## src/rtl/uart_pkg.sv

```systemverilog
// ---------------------------------------------------------------------------
// uart_pkg
// Shared definitions for the UART receive controller slice.
//   rx_state_e     : receiver FSM state encoding
//   DATA_BITS_DEF  : default payload width (bits per frame, LSB first)
//   OVERSAMPLE_DEF : default number of baud_tick pulses per bit period
//   MID_SAMPLE     : tick index at which the start bit is re-checked
//   mid_sample()   : same index for an arbitrary oversample ratio
// ---------------------------------------------------------------------------
package uart_pkg;

    typedef enum logic [2:0] {
        RX_IDLE   = 3'd0,
        RX_START  = 3'd1,
        RX_DATA   = 3'd2,
        RX_PARITY = 3'd3,
        RX_STOP   = 3'd4
    } rx_state_e;

    localparam int DATA_BITS_DEF  = 8;
    localparam int OVERSAMPLE_DEF = 16;

    // Half a bit period after the falling edge, counted from zero.
    function automatic int mid_sample(input int oversample);
        return oversample / 2 - 1;
    endfunction

    localparam int MID_SAMPLE = mid_sample(OVERSAMPLE_DEF);

endpackage

```

## src/rtl/uart_rx_ctrl_if.sv

```systemverilog
// ---------------------------------------------------------------------------
// uart_rx_ctrl_if
// Bundles the serial input, tick enable, parity-checker handshake and the
// received-frame outputs of uart_rx_ctrl.
//   master : line/tick/checker side (drives rx_in, baud_tick, parity_error)
//   slave  : the receiver (drives payload, parity and status outputs)
// ---------------------------------------------------------------------------
interface uart_rx_ctrl_if
    import uart_pkg::*;
#(
    parameter int DATA_BITS = DATA_BITS_DEF
);
    logic                 rx_in;
    logic                 baud_tick;
    logic                 parity_error;
    logic [DATA_BITS-1:0] data_received;
    logic                 parity_bit_rx;
    logic                 parity_load;
    logic                 rx_valid;
    logic                 frame_err;
    logic                 par_err;
    logic                 busy;

    modport master (
        output rx_in, baud_tick, parity_error,
        input  data_received, parity_bit_rx, parity_load,
               rx_valid, frame_err, par_err, busy
    );

    modport slave (
        input  rx_in, baud_tick, parity_error,
        output data_received, parity_bit_rx, parity_load,
               rx_valid, frame_err, par_err, busy
    );
endinterface

```

## src/rtl/uart_rx_sync.sv

```systemverilog
// ---------------------------------------------------------------------------
// uart_rx_sync
// Two-flop synchronizer for the asynchronous serial line plus a falling-edge
// detector on the synchronized value. Everything resets to the idle (high)
// level so no edge is reported out of reset.
//   clk     : system clock
//   rst     : synchronous, active-high reset
//   rx_in   : asynchronous serial line, idle high
//   rx_sync : synchronized line level
//   rx_fall : one-cycle pulse when rx_sync goes from high to low
// ---------------------------------------------------------------------------
module uart_rx_sync (
    input  logic clk,
    input  logic rst,
    input  logic rx_in,
    output logic rx_sync,
    output logic rx_fall
);
    logic [1:0] sync_q;
    logic       prev_q;

    // NOTE: reset is sampled inside the clocked block, so it is synchronous
    // and only takes effect on the next rising edge of clk.
    always_ff @(posedge clk) begin
        if (rst) begin
            sync_q <= 2'b11;
            prev_q <= 1'b1;
        end else begin
            // NOTE: non-blocking assignments let every flop sample the old
            // value of its neighbour, which is what makes this a shift chain.
            sync_q <= {sync_q[0], rx_in};
            prev_q <= sync_q[1];
        end
    end

    assign rx_sync = sync_q[1];
    assign rx_fall = prev_q & ~sync_q[1];

endmodule

```

## src/rtl/uart_rx_ctrl.sv

```systemverilog
// ---------------------------------------------------------------------------
// uart_rx_ctrl
// Oversampling UART receiver: start-bit validation, LSB-first payload
// assembly, optional parity sampling with an external checker, and stop-bit
// checking with one-cycle result pulses.
//   clk   : system clock, all state updates on the rising edge
//   rst   : synchronous, active-high reset
//   bus   : uart_rx_ctrl_if.slave
//           in : rx_in, baud_tick, parity_error
//           out: data_received, parity_bit_rx, parity_load,
//                rx_valid, frame_err, par_err, busy
// Configuration macro: UART_RX_PARITY_EN
//   defined   : a parity bit follows the payload; parity_load enables the
//               external checker and its verdict is reported on par_err.
//   undefined : the stop bit follows the payload directly; parity_load,
//               parity_bit_rx and par_err are held at 0.
// ---------------------------------------------------------------------------
module uart_rx_ctrl
    import uart_pkg::*;
#(
    parameter int DATA_BITS  = DATA_BITS_DEF,
    parameter int OVERSAMPLE = OVERSAMPLE_DEF
) (
    input  logic          clk,
    input  logic          rst,
    uart_rx_ctrl_if.slave bus
);
    localparam int TW = (OVERSAMPLE > 1) ? $clog2(OVERSAMPLE) : 1;
    localparam int BW = $clog2(DATA_BITS + 1);

    localparam logic [TW-1:0] TICK_MID  = TW'(mid_sample(OVERSAMPLE));
    localparam logic [TW-1:0] TICK_LAST = TW'(OVERSAMPLE - 1);
    localparam logic [BW-1:0] BIT_LAST  = BW'(DATA_BITS - 1);

    localparam logic [2:0] S_IDLE   = RX_IDLE;
    localparam logic [2:0] S_START  = RX_START;
    localparam logic [2:0] S_DATA   = RX_DATA;
    localparam logic [2:0] S_STOP   = RX_STOP;
`ifdef UART_RX_PARITY_EN
    localparam logic [2:0] S_PARITY = RX_PARITY;
`endif

    logic                 rx_sync;
    logic                 rx_fall;
    logic [2:0]           state;
    logic [TW-1:0]        tick_cnt;
    logic [BW-1:0]        bit_cnt;
    logic [DATA_BITS-1:0] data_q;
    logic                 fall_pend;
    logic                 rx_valid_q;
    logic                 frame_err_q;
`ifdef UART_RX_PARITY_EN
    logic                 par_bit_q;
    logic                 par_load_q;
    logic                 par_load_d1;
    logic                 par_err_lat;
    logic                 par_err_q;
`endif

    uart_rx_sync u_sync (
        .clk     (clk),
        .rst     (rst),
        .rx_in   (bus.rx_in),
        .rx_sync (rx_sync),
        .rx_fall (rx_fall)
    );

    // FSM, tick/bit counters and the payload shift register. The payload is
    // shifted straight into the output register, so the previous frame stays
    // visible until the first data sample of the next one.
    always_ff @(posedge clk) begin
        if (rst) begin
            state       <= S_IDLE;
            tick_cnt    <= '0;
            bit_cnt     <= '0;
            data_q      <= '0;
            fall_pend   <= 1'b0;
            rx_valid_q  <= 1'b0;
            frame_err_q <= 1'b0;
`ifdef UART_RX_PARITY_EN
            par_bit_q   <= 1'b0;
            par_load_q  <= 1'b0;
            par_err_q   <= 1'b0;
`endif
        end else begin
            // NOTE: result flags are given a default every cycle so they are
            // one-cycle pulses; only the stop-bit branch overrides them.
            rx_valid_q  <= 1'b0;
            frame_err_q <= 1'b0;
`ifdef UART_RX_PARITY_EN
            par_err_q   <= 1'b0;
`endif
            case (state)
                S_IDLE: begin
                    tick_cnt  <= '0;
                    bit_cnt   <= '0;
                    fall_pend <= 1'b0;
                    if (rx_fall || fall_pend) begin
                        state <= S_START;
                    end
                end

                // Re-check the line half a bit in; a high line was a glitch.
                S_START: begin
                    if (bus.baud_tick) begin
                        if (tick_cnt == TICK_MID) begin
                            tick_cnt <= '0;
                            state    <= rx_sync ? S_IDLE : S_DATA;
                        end else begin
                            tick_cnt <= tick_cnt + 1'b1;
                        end
                    end
                end

                S_DATA: begin
                    if (bus.baud_tick) begin
                        if (tick_cnt == TICK_LAST) begin
                            tick_cnt <= '0;
                            data_q   <= {rx_sync, data_q[DATA_BITS-1:1]};
                            if (bit_cnt == BIT_LAST) begin
                                bit_cnt <= '0;
`ifdef UART_RX_PARITY_EN
                                state   <= S_PARITY;
`else
                                state   <= S_STOP;
`endif
                            end else begin
                                bit_cnt <= bit_cnt + 1'b1;
                            end
                        end else begin
                            tick_cnt <= tick_cnt + 1'b1;
                        end
                    end
                end

`ifdef UART_RX_PARITY_EN
                S_PARITY: begin
                    if (bus.baud_tick) begin
                        if (tick_cnt == TICK_LAST) begin
                            tick_cnt   <= '0;
                            par_bit_q  <= rx_sync;
                            par_load_q <= 1'b1;
                            state      <= S_STOP;
                        end else begin
                            tick_cnt <= tick_cnt + 1'b1;
                        end
                    end
                end
`endif

                S_STOP: begin
                    // The next start bit may begin before the stop sample is
                    // taken; remember it so IDLE can leave on the next cycle.
                    if (rx_fall) begin
                        fall_pend <= 1'b1;
                    end
                    if (bus.baud_tick) begin
                        if (tick_cnt == TICK_LAST) begin
                            tick_cnt    <= '0;
                            rx_valid_q  <= rx_sync;
                            frame_err_q <= ~rx_sync;
`ifdef UART_RX_PARITY_EN
                            par_err_q   <= par_err_lat;
                            par_load_q  <= 1'b0;
`endif
                            state       <= S_IDLE;
                        end else begin
                            tick_cnt <= tick_cnt + 1'b1;
                        end
                    end
                end

                default: state <= S_IDLE;
            endcase
        end
    end

`ifdef UART_RX_PARITY_EN
    // The checker's verdict is valid from the second cycle parity_load is
    // high; keep sampling it while the load stays up and clear it per frame.
    always_ff @(posedge clk) begin
        if (rst) begin
            par_load_d1 <= 1'b0;
            par_err_lat <= 1'b0;
        end else begin
            par_load_d1 <= par_load_q;
            if (state == S_START) begin
                par_err_lat <= 1'b0;
            end else if (par_load_q && par_load_d1) begin
                par_err_lat <= bus.parity_error;
            end
        end
    end

    assign bus.parity_bit_rx = par_bit_q;
    assign bus.parity_load   = par_load_q;
    assign bus.par_err       = par_err_q;
`else
    logic unused_parity_error;
    assign unused_parity_error = bus.parity_error;

    assign bus.parity_bit_rx = 1'b0;
    assign bus.parity_load   = 1'b0;
    assign bus.par_err       = 1'b0;
`endif

    assign bus.data_received = data_q;
    assign bus.rx_valid      = rx_valid_q;
    assign bus.frame_err     = frame_err_q;
    assign bus.busy          = (state != S_IDLE);

endmodule

```

## src/flat_wrapper.sv

```systemverilog
// flat-port wrapper written by rule: the top's interface ports become plain ports
module uart_rx_ctrl_flat import uart_pkg::*;
#(
    parameter int DATA_BITS  = DATA_BITS_DEF,
    parameter int OVERSAMPLE = OVERSAMPLE_DEF
)
  (clk, rst, bus_rx_in, bus_baud_tick, bus_parity_error, bus_data_received, bus_parity_bit_rx, bus_parity_load, bus_rx_valid, bus_frame_err, bus_par_err, bus_busy);
  uart_rx_ctrl_if #(.DATA_BITS(DATA_BITS)) bus_i ();
  input  logic clk;
  input  logic rst;
  input wire logic [$bits(bus_i.rx_in)-1:0] bus_rx_in;
  input wire logic [$bits(bus_i.baud_tick)-1:0] bus_baud_tick;
  input wire logic [$bits(bus_i.parity_error)-1:0] bus_parity_error;
  output wire logic [$bits(bus_i.data_received)-1:0] bus_data_received;
  output wire logic [$bits(bus_i.parity_bit_rx)-1:0] bus_parity_bit_rx;
  output wire logic [$bits(bus_i.parity_load)-1:0] bus_parity_load;
  output wire logic [$bits(bus_i.rx_valid)-1:0] bus_rx_valid;
  output wire logic [$bits(bus_i.frame_err)-1:0] bus_frame_err;
  output wire logic [$bits(bus_i.par_err)-1:0] bus_par_err;
  output wire logic [$bits(bus_i.busy)-1:0] bus_busy;
  assign bus_i.rx_in = bus_rx_in;
  assign bus_i.baud_tick = bus_baud_tick;
  assign bus_i.parity_error = bus_parity_error;
  assign bus_data_received = bus_i.data_received;
  assign bus_parity_bit_rx = bus_i.parity_bit_rx;
  assign bus_parity_load = bus_i.parity_load;
  assign bus_rx_valid = bus_i.rx_valid;
  assign bus_frame_err = bus_i.frame_err;
  assign bus_par_err = bus_i.par_err;
  assign bus_busy = bus_i.busy;
  uart_rx_ctrl #(.DATA_BITS(DATA_BITS), .OVERSAMPLE(OVERSAMPLE)) u_core (.clk(clk), .rst(rst), .bus(bus_i));
endmodule
```

## config.mk

```make
export PLATFORM = sky130hd
export DESIGN_NAME = uart_rx_ctrl_flat
export DESIGN_NICKNAME = d
export VERILOG_FILES = /design/src/rtl/uart_pkg.sv /design/src/rtl/uart_rx_ctrl_if.sv /design/src/rtl/uart_rx_sync.sv /design/src/rtl/uart_rx_ctrl.sv /design/src/flat_wrapper.sv
export SDC_FILE = /design/constraint.sdc
export NUM_CORES = 1
export LEC_CHECK = 0
export ABC_AREA = 1
export CAP_MARGIN = 20
export CORE_ASPECT_RATIO = 0.9
export CORE_MARGIN = 1
export CORE_UTILIZATION = 35
export DETAILED_ROUTE_END_ITERATION = 10
export PLACE_DENSITY_LB_ADDON = 0.05
export SYNTH_ARGS = -nofsm -noshare
export SYNTH_HDL_FRONTEND = slang
export SYNTH_HIERARCHICAL = 1
export SYNTH_SLANG_ARGS = --single-unit
```

## constraint.sdc

```tcl
create_clock -name clk -period 1.35 [get_ports clk]
set_clock_uncertainty 0.05 [all_clocks]
set_input_delay 0.405 -clock clk [delete_from_list [all_inputs] [get_ports clk]]
set_output_delay 0.405 -clock clk [all_outputs]
set_load 0.02 [all_outputs]
```

---- Word level (Yosys, flattened, before mapping) ----
Cells that the tools add are included.
storage, ports and cells
  register bits after elaboration ......... 25
  logic and storage cells ................. 66
  output and inout port bits .............. 14
cells by class
  add/subtract/negate cells ............... 2
  reductions and logical operators ........ 13
  bitwise gates (word level) .............. 5
  equality and inequality tests ........... 16
  mux-type cells .......................... 21
operators with widths
  kind                 count
  $mux 4               7
  $mux 3               8
  $ne 2x1->1 const B   7
  $pmux 3 s4           1
  $pmux 4 s3           1
  $reduce_and 3->1     3
  $add 4x1->4 const B  2
  $eq 4x3->1 const B   2
  $pmux 4 s2           1
  $reduce_and 8->1     1
  $ne 2x2->1 const B   3
  $reduce_bool 3->1    2
  $eq 4x4->1 const B   1
  $not 1->1            4
  $reduce_bool 2->1    2
  $reduce_or 4->1      1
  $eq 3x1->1 const B   1
  $eq 3x2->1 const B   1
  $eq 3x3->1 const B   1
  $logic_not 3->1      1
  $mux 2               1
  $pmux 1 s2           1
  $reduce_and 2->1     1
  $reduce_or 2->1      1
  3 further kinds      3

---- Longest topological paths before layout ----
Gate-level depths: netlist of run 1.
  word-level depth ........................ 5
  gate-level depth with buffers ........... 10
  mapped depth without buffers ............ 10

---- Modules after synthesis ----
The synthesis of run 1 kept the hierarchy.
by module, submodules not included
  module        area each (um^2)  cells an instance  instances
  uart_rx_ctrl  1,097.3           155                1
  uart_rx_sync  93.8              12                 1

---- Least setup slack after synthesis of run 1 ----
Ideal clock, no wire load.
  kind .................................... register -> register
  start point ............................. reg u_core.tick_cnt[0]
  end point ............................... reg u_core.bit_cnt[3]
  setup time .............................. 0.116 ns
  path slack .............................. -0.007 ns
  period minus slack after synthesis ...... 1.357 ns
  arrival time ............................ 1.191 ns
  path buffers ............................ 0
  stages on the path, launching flop included .. 11
  path through ............................ dfxtp_1 > ha_1 > nand2_2 > nor2_4 > inv_2 > nor2_4 > nand2_1 > nand2_2 > inv_2 > nor2_1 > nor2_1
between the ends
  word-level cells in the longest chain between the ends .. 3
RTL lines
  item                               line                 RTL
  from (decl)                        uart_rx_ctrl.sv:46   logic [TW-1:0] tick_cnt;
  from (signal assigned)             uart_rx_ctrl.sv:110  tick_cnt <= tick_cnt + 1'b1;
  from (signal assigned)             uart_rx_ctrl.sv:131  tick_cnt <= tick_cnt + 1'b1;
  from (signal assigned)             uart_rx_ctrl.sv:168  tick_cnt <= tick_cnt + 1'b1;
  $eq 4x4->1                         uart_rx_ctrl.sv:117  if (tick_cnt == TICK_LAST) begin
  $ne 2x1->1 (no source line)        n/a
  $reduce_and 3->1 (no source line)  n/a
  to (signal assigned)               uart_rx_ctrl.sv:128  bit_cnt <= bit_cnt + 1'b1;
  to (decl)                          uart_rx_ctrl.sv:47   logic [BW-1:0] bit_cnt;
No other way between the ends.
A chain may end at the register's enable or synchronous reset.

---- Worst setup path in the final report of run 1 ----
  start point ............................. reg u_core.state[1]
  end point ............................... out bus_busy
between the ends
  word-level cells in the longest chain between the ends .. 1
RTL lines
  item                    line                 RTL
  from (decl)             uart_rx_ctrl.sv:45   logic [2:0] state;
  from (signal assigned)  uart_rx_ctrl.sv:108  state <= rx_sync ? S_IDLE : S_DATA;
  $reduce_bool 3->1       uart_rx_ctrl.sv:210  assign bus.busy = (state != S_IDLE);
  to (decl)               flat_wrapper.sv:20   output wire logic [$bits(bus_i.busy)-1:0] bus_busy;
No other way between the ends.

==> results_dict.tcl, run 1 <==
set metrics [dict create \
    total_leakage_power_nw 0.8583 \
    synth_top_area_share 0.4202 \
    crit_required_ns 0.90 \
    p_sw_w 0.0009944 \
    num_antenna_cells 0 \
    worst-r2r-setup-slack_ns -0.11 \
    grt_pass1_vias 1097 \
    dr.pass1.iters 4 \
    portBuffers 14 \
    yosysUniqueCellTypes 22 \
    synth_seq_area_share 0.4202 \
    cts-buffers-inserted 3 \
    die_h_um 57.35 \
    path_buf_inv 3 \
    nets 226 \
    ant_nets 0 \
    place_inst 248 \
    wl_per_cell_um 11.42 \
    setup_violations 13 \
    whs_ns 0.3700 \
    drv_slew 0 \
    hpwl_um 2010 \
    htreeDepth 1 \
    path_max_fanout 2 \
    syn_to_final_growth_pct 49.79 \
    hold_viol 0 \
    internal_power_w 0.001548 \
    grt_pass1_wl_um 4788 \
    rsz0062_at_grt "true" \
    yosysWarnings 6 \
    final_cells 260 \
    outcome "finished with violations" \
    p_comb_frac 0.488 \
    drive_gt1_frac 0.4954 \
    cpMaxStageDelayCell "dfxtp_2" \
    violations "negative setup slack" \
    syn_inst 167 \
    track_usage 0.1726 \
    max_cap_violations 0 \
    clk_pin_slew_ns 0.09 \
    core_um2 3138 \
    cpPeakStageDelay_ns 0.33 \
    clock-sinks 25 \
    syn_avg_cell_area_um2 7.133 \
    synth_area_leaders "dfxtp_1 42%, nor2_1 11%, nand2_1 8.8%, o21ai_0 5.0%, a21oi_1 4.2%" \
    holdCritPathClass "flop to flop" \
    setup_slack_ns -0.1394 \
    fmax_ghz 0.6714 \
    period_needed_ns 1.489 \
    die_area_um2 3641 \
    cpMostUsedCell "inv_2" \
    worstSetupEndpointType "output pin" \
    arrival_ns 1.03 \
    syn_area_um2 1191 \
    grt.overflow.total 0 \
    clk_latency_ns 0.27 \
    power_frac_clock 0.176 \
    place_worst_setup_slack_ns -0.3587 \
    synthFlopType "dfxtp_1" \
    cts_root_buffer "clkbuf_8" \
    ios 19 \
    critical_path_class "flop to output pin" \
    powerDensity_nw_per_um2 1425 \
    drc 0 \
    critPathTopFamily "flip-flops" \
    cts_max_path_buffers 2 \
    mostFrequentLayoutCell "buf_4" \
    gp_congestion 0.7950 \
    tritoncts "done" \
    synth-edff-count 0 \
    synth_top_area_cell "dfxtp_1" \
    crit_chain "inv_2 > nand2_4 > nor2_4 > inv_2 > buf_6" \
    grt_max_degree 15 \
    n_fill_cell 297 \
    power_frac_seq 0.336 \
    ys_async_sr_fraction 0 \
    synth-seq-cells 25 \
    die_x_um 63.50 \
    antenna_found_initial 0 \
    dr.first_iter.drc_count 51 \
    rows 19 \
    mostFrequentLayoutCells "31 x buf_4, 29 x nor2_1, 21 x nand2_1, 18 x dfxtp_1, 11 x nand2_2" \
    initial_core_util 0.3796 \
    wl_um 2968 \
    period_share 1.103 \
    vias 1182 \
    p_sw_frac 0.3911 \
    vias_per_cell 4.546 \
    total_power_w 0.002543 \
    start_kind "flop" \
    ir_drop_v 0.0007106 \
]
[flip-flops by register name, summed over array words and instances, names as in the netlist]
register / cells
u_core/bit_cnt: 4
u_core/bus.data_received: 8
u_core/u_sync/sync_q: 2
u_core/u_sync/prev_q: 1
u_core/bus.frame_err: 1
u_core/state: 3
u_core/fall_pend: 1
u_core/tick_cnt: 4
u_core/bus.rx_valid: 1
[per-stage QoR]
stage / utilization / TNS, ns / instance area [um2]
after global routing: 0.5686 / -2.249 / 1784
after floorplan: - / 0 / 1202
final: 0.5686 / -0.7103 / 1784
after global placement: 0.4984 / -5.661 / 1564
after CTS: 0.5482 / -0.5716 / 1720
after detailed placement: 0.4984 / -5.970 / 1564
[per-layer routing]
layer	up-vias	track usage	part of all wire
li1	628	-	-
met1	529	0.2236	0.47
met2	19	0.2720	0.48
met3	6	0.04800	0.032
met4	0	0.06818	0.016
met5	-	0	0
[worst register-to-register path, stage by stage, from the launching register on]
cell,delay [ns]
dfxtp_2,0.36
ha_4,0.16
nand2_4,0.06
nor2_4,0.13
inv_2,0.05
nor2_4,0.15
nand2_1,0.09
nand2_2,0.12
nand2_1,0.09
a21oi_2,0.14
[timing repair]
| action | 4_1_cts | 5_1_grt |
|---|---|---|
| gates resized for setup | 66 | 38 |
| setup endpoints to repair | 28 | 29 |
| cloned | 2 | 0 |
| pin swaps | 10 | 14 |
| hold buffers | 0 | 0 |
| setup buffers | 5 | 1 |
[synthesized netlist by cell type, types with 2 or more instances]
| master | instances |
|---|---|
| nor2_1 | 35 |
| nand2_1 | 28 |
| dfxtp_1 | 25 |
| o21ai_0 | 12 |
| inv_1 | 11 |
| a21oi_1 | 10 |
| nand3_1 | 10 |
| inv_2 | 7 |
| nand2_2 | 7 |
| buf_4 | 3 |
| nor2_2 | 3 |
| nor2_4 | 3 |
| ha_1 | 2 |
| nand4_1 | 2 |
| xor2_1 | 2 |
[cell families (layout without fill, tap and decap cells)]
kind of cell,after synthesis,after routing,share of synthesized area
compound gates,23,23,0.09664
xor+xnor,2,2,0.01471
fa+ha+maj,2,2,0.02101
buf+inv,23,71,0.09244
flops,25,25,0.4202
other cells,1,3,0.003148
simple gates,91,92,0.3519
[worst paths after layout]
check,from,endpoint,depth (start not counted)
max,u_core/state[1]$_SDFFE_PP0P_,bus_busy,5
max reg2reg,u_core/tick_cnt[0]$_SDFFE_PP0P_,u_core/bit_cnt[2]$_SDFFE_PP0P_,9
min reg2reg,u_core/u_sync/sync_q[0]$_SDFF_PP1_,u_core/u_sync/sync_q[1]$_SDFF_PP1_,2
min,u_core/u_sync/sync_q[0]$_SDFF_PP1_,u_core/u_sync/sync_q[1]$_SDFF_PP1_,2
[area by class of cell]
class	instances	area (um2)	share of cell area
multi-input cells	122	730.7	0.4095
inverters	19	86.33	0.04839
repair inverters	1	5.005	0.002805
flip-flops and latches	25	511.7	0.2868
clock inverters	1	5.005	0.002805
repair buffers	47	351.6	0.1971
well taps	42	52.55	0.02945
clock buffers	3	41.29	0.02314
[power groups by stage]
stage	clock (W)	sequential (W)	combinational (W)
after floorplan	0	0.000865	0.000572
final	0.000448	0.000854	0.00124
after global placement	0	0.000848	0.000938
after detailed placement	0	0.000848	0.000947
after global routing	0.000500	0.000859	0.00135
after CTS	0.000463	0.000851	0.00108
(Power assumes the default switching activity.)
==> run 2: changes to the inputs <==
- CTS_BUF_LIST: unset -> sky130_fd_sc_hd__clkbuf_8
- REMOVE_ABC_BUFFERS: unset -> 1
- TNS_END_PERCENT: unset -> 50
==> run 2 against run 1 <==
Compared with the run above:
- die area unchanged
- the run still ends with negative setup slack left
- power up 1.2%
- worst setup slack better by 0.035 ns
==> results_dict.tcl, run 2 (synthesis results as in run 1) <==
set metrics [dict create \
    outcome "finished with violations" \
    violations "negative setup slack" \
    path_max_fanout 2 \
    num_antenna_cells 0 \
    holdCritPathClass "flop to flop" \
    syn_to_final_growth_pct 49.27 \
    critical_path_class "flop to output pin" \
    die_h_um 57.35 \
    period_needed_ns 1.454 \
    grt_pass1_wl_um 4678 \
    max_cap_violations 0 \
    dr.pass1.iters 5 \
    core_um2 3138 \
    drive_gt1_frac 0.4861 \
    rows 19 \
    cts_hold_buf 0 \
    rsz0062_at_grt "true" \
    setup_slack_ns -0.1044 \
    fmax_ghz 0.6876 \
    wl_um 2751 \
    die_x_um 63.50 \
    cpPeakStageDelay_ns 0.34 \
    drc 0 \
    grt_pass1_vias 1056 \
    wl_per_cell_um 10.66 \
    worst-r2r-setup-slack_ns -0.04 \
    die_area_um2 3641 \
    powerDensity_nw_per_um2 1448 \
    track_usage 0.1669 \
    place_worst_setup_slack_ns -0.3598 \
    n_fill_cell 313 \
    tritoncts "done" \
    antenna_found_initial 0 \
    fin_util 0.5666 \
    cpMaxStageDelayCell "dfxtp_2" \
    crit_chain "inv_2 > nand2_4 > nor2_4 > inv_2 > buf_6" \
    vias_per_cell 4.686 \
    hpwl_um 1951 \
    worstSetupEndpointType "output pin" \
    setup_violations 10 \
    crit_required_ns 0.90 \
    start_kind "flop" \
    vias 1209 \
    path_buf_inv 3 \
    clk_latency_ns 0.28 \
    gp_congestion 0.8359 \
    total_leakage_power_nw 0.8543 \
    ios 19 \
    clk_pin_slew_ns 0.09 \
    period_share 1.077 \
    setup_tns_ns -0.2672 \
    drv_slew 0 \
    hold_viol 0 \
    critPathTopFamily "flip-flops" \
    htreeDepth 1 \
    grt.overflow.total 0 \
    nets 224 \
    initial_core_util 0.3796 \
    clock-sinks 25 \
    portBuffers 14 \
    cpMostUsedCell "inv_2" \
    dr.first_iter.drc_count 35 \
    mostFrequentLayoutCells "30 x nor2_1, 30 x buf_4, 19 x dfxtp_1, 16 x nand2_1, 12 x nand2_2" \
    arrival_ns 1.00 \
    ir_drop_v 0.0008491 \
    ant_nets 0 \
    cts_root_buffer "clkbuf_8" \
    cts-buffers-inserted 3 \
    cts_max_path_buffers 2 \
    grt_max_degree 17 \
    largest_register_ffs 8 \
]
run 2: cell types whose count changed in the layout (fill, tap and decap cells not counted), sizes merged:
cell and delta:
clkdlybuf4s15 +1, inv +1, clkinv -1, buf -2
nand2 -1
run 2: through the flow:
stage | area, um2 | power [W] | hold slack (ns) | std cells
finish | 1778 | 0.002574 | 0.3710 | 258
global route | 1778 | 0.002767 | 0.4154 | 258
CTS | 1708 | 0.002435 | 0.3800 | 257
detailed placement | 1573 | 0.001809 | 0.3545 | 248
global placement | 1573 | 0.001793 | 0.3389 | 248
floorplan | 1165 | 0.001423 | 0.3295 | 165
run 2: area by class of cell:
class                   count  area, um2  share of cell area
multi-input cells         121      719.4              0.4046
flip-flops and latches     25      508.0              0.2857
repair buffers             46      359.1              0.2020
inverters                  19      83.83             0.04715
well taps                  42      52.55             0.02956
clock buffers               3      41.29             0.02322
clock inverters             1      8.758            0.004926
repair inverters            1      5.005            0.002815
run 2: layer usage:
| metal | track usage | vias to the layer above | share of wire |
|---|---|---|---|
| li1 | - | 620 | - |
| met1 | 0.2149 | 548 | 0.48 |
| met2 | 0.2660 | 33 | 0.45 |
| met3 | 0.03200 | 8 | 0.038 |
| met4 | 0.08766 | 0 | 0.025 |
| met5 | 0 | - | 0 |
run 2: where the power goes:
group	switching, W	leakage [nW]	internal (W)
clock network	0.000258	0.0261	0.000217
logic	0.000696	0.623	0.000555
registers	0.0000459	0.206	0.000803
total	0.000999	0.854	0.00157
run 2: timing repair:
item	CTS	global route
setup endpoints to repair	28	27
gates resized for setup	67	35
pin swaps	12	14
cloned	1	0
buffers inserted	4	1
run 2: path summary, 6_finish.rpt:
kind	to	startpoint	cells past startpoint
max reg2reg	u_core/bit_cnt[1]$_SDFFE_PP0P_	u_core/tick_cnt[0]$_SDFFE_PP0P_	9
min	u_core/u_sync/sync_q[1]$_SDFF_PP1_	u_core/u_sync/sync_q[0]$_SDFF_PP1_	2
max	bus_busy	u_core/state[1]$_SDFFE_PP0P_	5
min reg2reg	u_core/u_sync/sync_q[1]$_SDFF_PP1_	u_core/u_sync/sync_q[0]$_SDFF_PP1_	2
run 2: worst register-to-register path: cells and delay by family, from the launching register on:
kind / cells / cell delay, ns
buffers and inverters: 2 / 0.14
flip-flops: 1 / 0.37
AO/OA/AOI/OAI: 1 / 0.13
adder cells (fa/ha/maj): 1 / 0.16
AND/OR/NAND/NOR: 5 / 0.47
==> run 3: changes to the inputs <==
- ABC_AREA: 1 -> unset
==> run 3 against run 2 <==
Compared with the run above:
- the run still ends with negative setup slack left
- sequential share of layout area is 0.95 points lower
- first-iteration DRC count grew 11%
- worst setup slack got worse by 0.13 ns
- synthesized cell count down 23%
- clock-buffer cell count unchanged
- power down 20%
- global-route usage up 1.1 points
- combinational power shrank 32%
- register-to-register slack lost 0.20 ns
- routed wire length increased by 1.5%
- critical endpoint is now u_core/state[1]$_SDFFE_PP0P_
- highest routed layer unchanged
==> results_dict.tcl, run 3 <==
set metrics [dict create \
    outcome "finished with violations" \
    violations "negative setup slack" \
    worstSetupEndpointType "flop" \
    synth_most_common_cell "dfxtp_1" \
    cpMaxStageDelayCell "or3_4" \
    num_antenna_cells 0 \
    track_usage 0.1777 \
    grt_use_met3 0.04651 \
    ys_async_sr_fraction 0 \
    vias_per_cell 4.831 \
    wl_per_cell_um 12.09 \
    ios 19 \
    synth_common_cells "25 x dfxtp_1, 17 x nor2_1, 9 x mux2i_1" \
    powerDensity_nw_per_um2 1129 \
    met1_usage 0.2277 \
    syn_to_final_growth_pct 61.99 \
    syn_inst 129 \
    holdCritPathClass "flop to flop" \
    start_kind "flop" \
    ir_drop_v 0.0007941 \
    drc 0 \
    worst-r2r-setup-slack_ns -0.24 \
    grt_pass1_vias 1105 \
    setup_slack_ns -0.2376 \
    synth_seq_area_share 0.4420 \
    design_area_um2 1834 \
    critical_path_class "flop to flop" \
    clk_latency_ns 0.27 \
    max_cap_violations 0 \
    synth-seq-cells 25 \
    mostFrequentLayoutCells "41 x buf_4, 20 x dfxtp_1, 15 x nor2_1, 9 x buf_2, 9 x mux2i_1" \
    ant_nets 0 \
    cpPeakStageDelay_ns 0.36 \
    setup_tns_ns -2.911 \
    nets 197 \
    syn_avg_cell_area_um2 8.778 \
    syn_area_um2 1132 \
    synth_area_leaders "dfxtp_1 44%, mux2i_1 8.0%, nor2_1 5.6%, a21oi_1 3.1%, nor2b_1 2.8%" \
    synth-edff-count 0 \
    period_share 1.176 \
    wl_um 2792 \
    final_cells 231 \
    critPathTopFamily "simple AND/OR/NAND/NOR gates" \
    yosysUniqueCellTypes 38 \
    n_fill_cell 280 \
    path_max_fanout 5 \
    gp_congestion 0.7683 \
    fin_util 0.5981 \
    synth_top_area_cell "dfxtp_1" \
    r2r_cells 5 \
    synthFlopType "dfxtp_1" \
    largest_register_ffs 8 \
    hold_viol 0 \
    rows 19 \
    initial_core_util 0.3692 \
    core_um2 3067 \
    period_needed_ns 1.588 \
    dr.first_iter.drc_count 39 \
    hpwl_um 1965 \
    crit_cells 5 \
    cts_root_buffer "clkbuf_8" \
    placed_area_um2 1617 \
    dr.pass1.iters 4 \
    cts_max_path_buffers 2 \
    die_area_um2 3467 \
    clk_pin_slew_ns 0.09 \
    clock-sinks 25 \
    crit_chain "buf_6 > or3_4 > o221ai_2 > nor2_4 > mux2_4" \
    place_worst_setup_slack_ns -0.7352 \
    yosysWarnings 6 \
    rsz0062_at_grt "true" \
    setup_violations 19 \
    path_buf_inv 1 \
    cts-buffers-inserted 3 \
    fmax_ghz 0.6299 \
    total_leakage_power_nw 0.7898 \
    grt_max_degree 16 \
    antenna_found_initial 0 \
    crit_required_ns 1.46 \
    grt_pass1_wl_um 4678 \
    portBuffers 14 \
    drive_gt1_frac 0.4974 \
    die_h_um 55.96 \
    drv_slew 0 \
    grt_busiest_layer "met2" \
    timing.rr.start "u_core/state[0]$_SDFFE_PP0P_" \
    cp-startpoint "u_core/state[0]$_SDFFE_PP0P_" \
    tritoncts "done" \
    arrival_ns 1.70 \
    die_x_um 61.96 \
    worstReg2RegEnd "u_core/state[1]$_SDFFE_PP0P_" \
    grt.overflow.total 0 \
    use_met2 0.2979 \
    synth_top_area_share 0.4420 \
    critPathCapture "u_core/state[1]$_SDFFE_PP0P_" \
    vias 1116 \
    htreeDepth 1 \
    cts_hold_buf 0 \
    place_inst 221 \
    mostFrequentLayoutCell "buf_4" \
]
run 3: changes by cell type after synthesis, sizes merged, moves of 4 or more:
cell   previous run  this run
inv              18         3
mux2i             0         9
nand2            36         5
nand3            10         5
nor2             41        18
nor2b             0         5
nor3              1         5
o21ai            13         6
or2               0         5
run 3: final cells by class:
type	instances	area [um2]	share of cell area
multi-input combinational	95	720.7	0.3929
clock inverter	1	7.507	0.004093
tap	42	52.55	0.02865
sequential	25	506.7	0.2763
inverter	3	11.26	0.006139
clock buffer	3	41.29	0.02251
timing repair buffer	62	494.2	0.2694
run 3: cell families (layout without fill, tap and decap cells):
family / after synthesis / after routing / synth area share
AND/OR/NAND/NOR: 58 / 58 / 0.2740
flip-flops: 25 / 25 / 0.4420
AO/OA/AOI/OAI: 21 / 21 / 0.1127
buffers and inverters: 11 / 69 / 0.04862
multiplexers: 10 / 10 / 0.08951
adder cells (fa/ha/maj): 2 / 2 / 0.02210
other: 1 / 3 / 0.003312
XOR/XNOR: 1 / 1 / 0.007736
run 3: timing repair:
item	CTS	global route
setup endpoints to repair	32	28
pin swaps	14	10
resized for setup	63	19
buffers inserted	6	1
gates cloned	1	0
run 3: power breakdown:
group          switching [W]  internal [W]
logic               0.000404      0.000440
clock network       0.000236      0.000209
registers          0.0000203      0.000762
total               0.000660       0.00141
run 3: worst min-delay path by stage:
| stage | startpoint | end | cells after the start |
|---|---|---|---|
| after floorplan | u_core/u_sync/sync_q[0]$_SDFF_PP1_ | u_core/u_sync/sync_q[1]$_SDFF_PP1_ | 1 |
| after global placement | u_core/u_sync/sync_q[0]$_SDFF_PP1_ | u_core/u_sync/sync_q[1]$_SDFF_PP1_ | 1 |
| after detailed placement | u_core/u_sync/sync_q[0]$_SDFF_PP1_ | u_core/u_sync/sync_q[1]$_SDFF_PP1_ | 1 |
| after CTS | u_core/u_sync/sync_q[0]$_SDFF_PP1_ | u_core/u_sync/sync_q[1]$_SDFF_PP1_ | 1 |
| after global routing | u_core/u_sync/sync_q[0]$_SDFF_PP1_ | u_core/u_sync/sync_q[1]$_SDFF_PP1_ | 1 |
| final | u_core/u_sync/sync_q[0]$_SDFF_PP1_ | u_core/u_sync/sync_q[1]$_SDFF_PP1_ | 1 |
run 3: through the flow:
step                hold slack (ns)  power [W]
floorplan                    0.3354   0.001071
global placement             0.3406   0.001387
detailed placement           0.3454   0.001401
CTS                          0.3690   0.002000
global route                 0.3794   0.002179
finish                       0.3628   0.002071
run 3: metal layers:
layer	vias up	wire length [um]
li1	566	-
met1	530	1281
met2	18	1414
met3	2	83
met4	0	13
met5	-	0
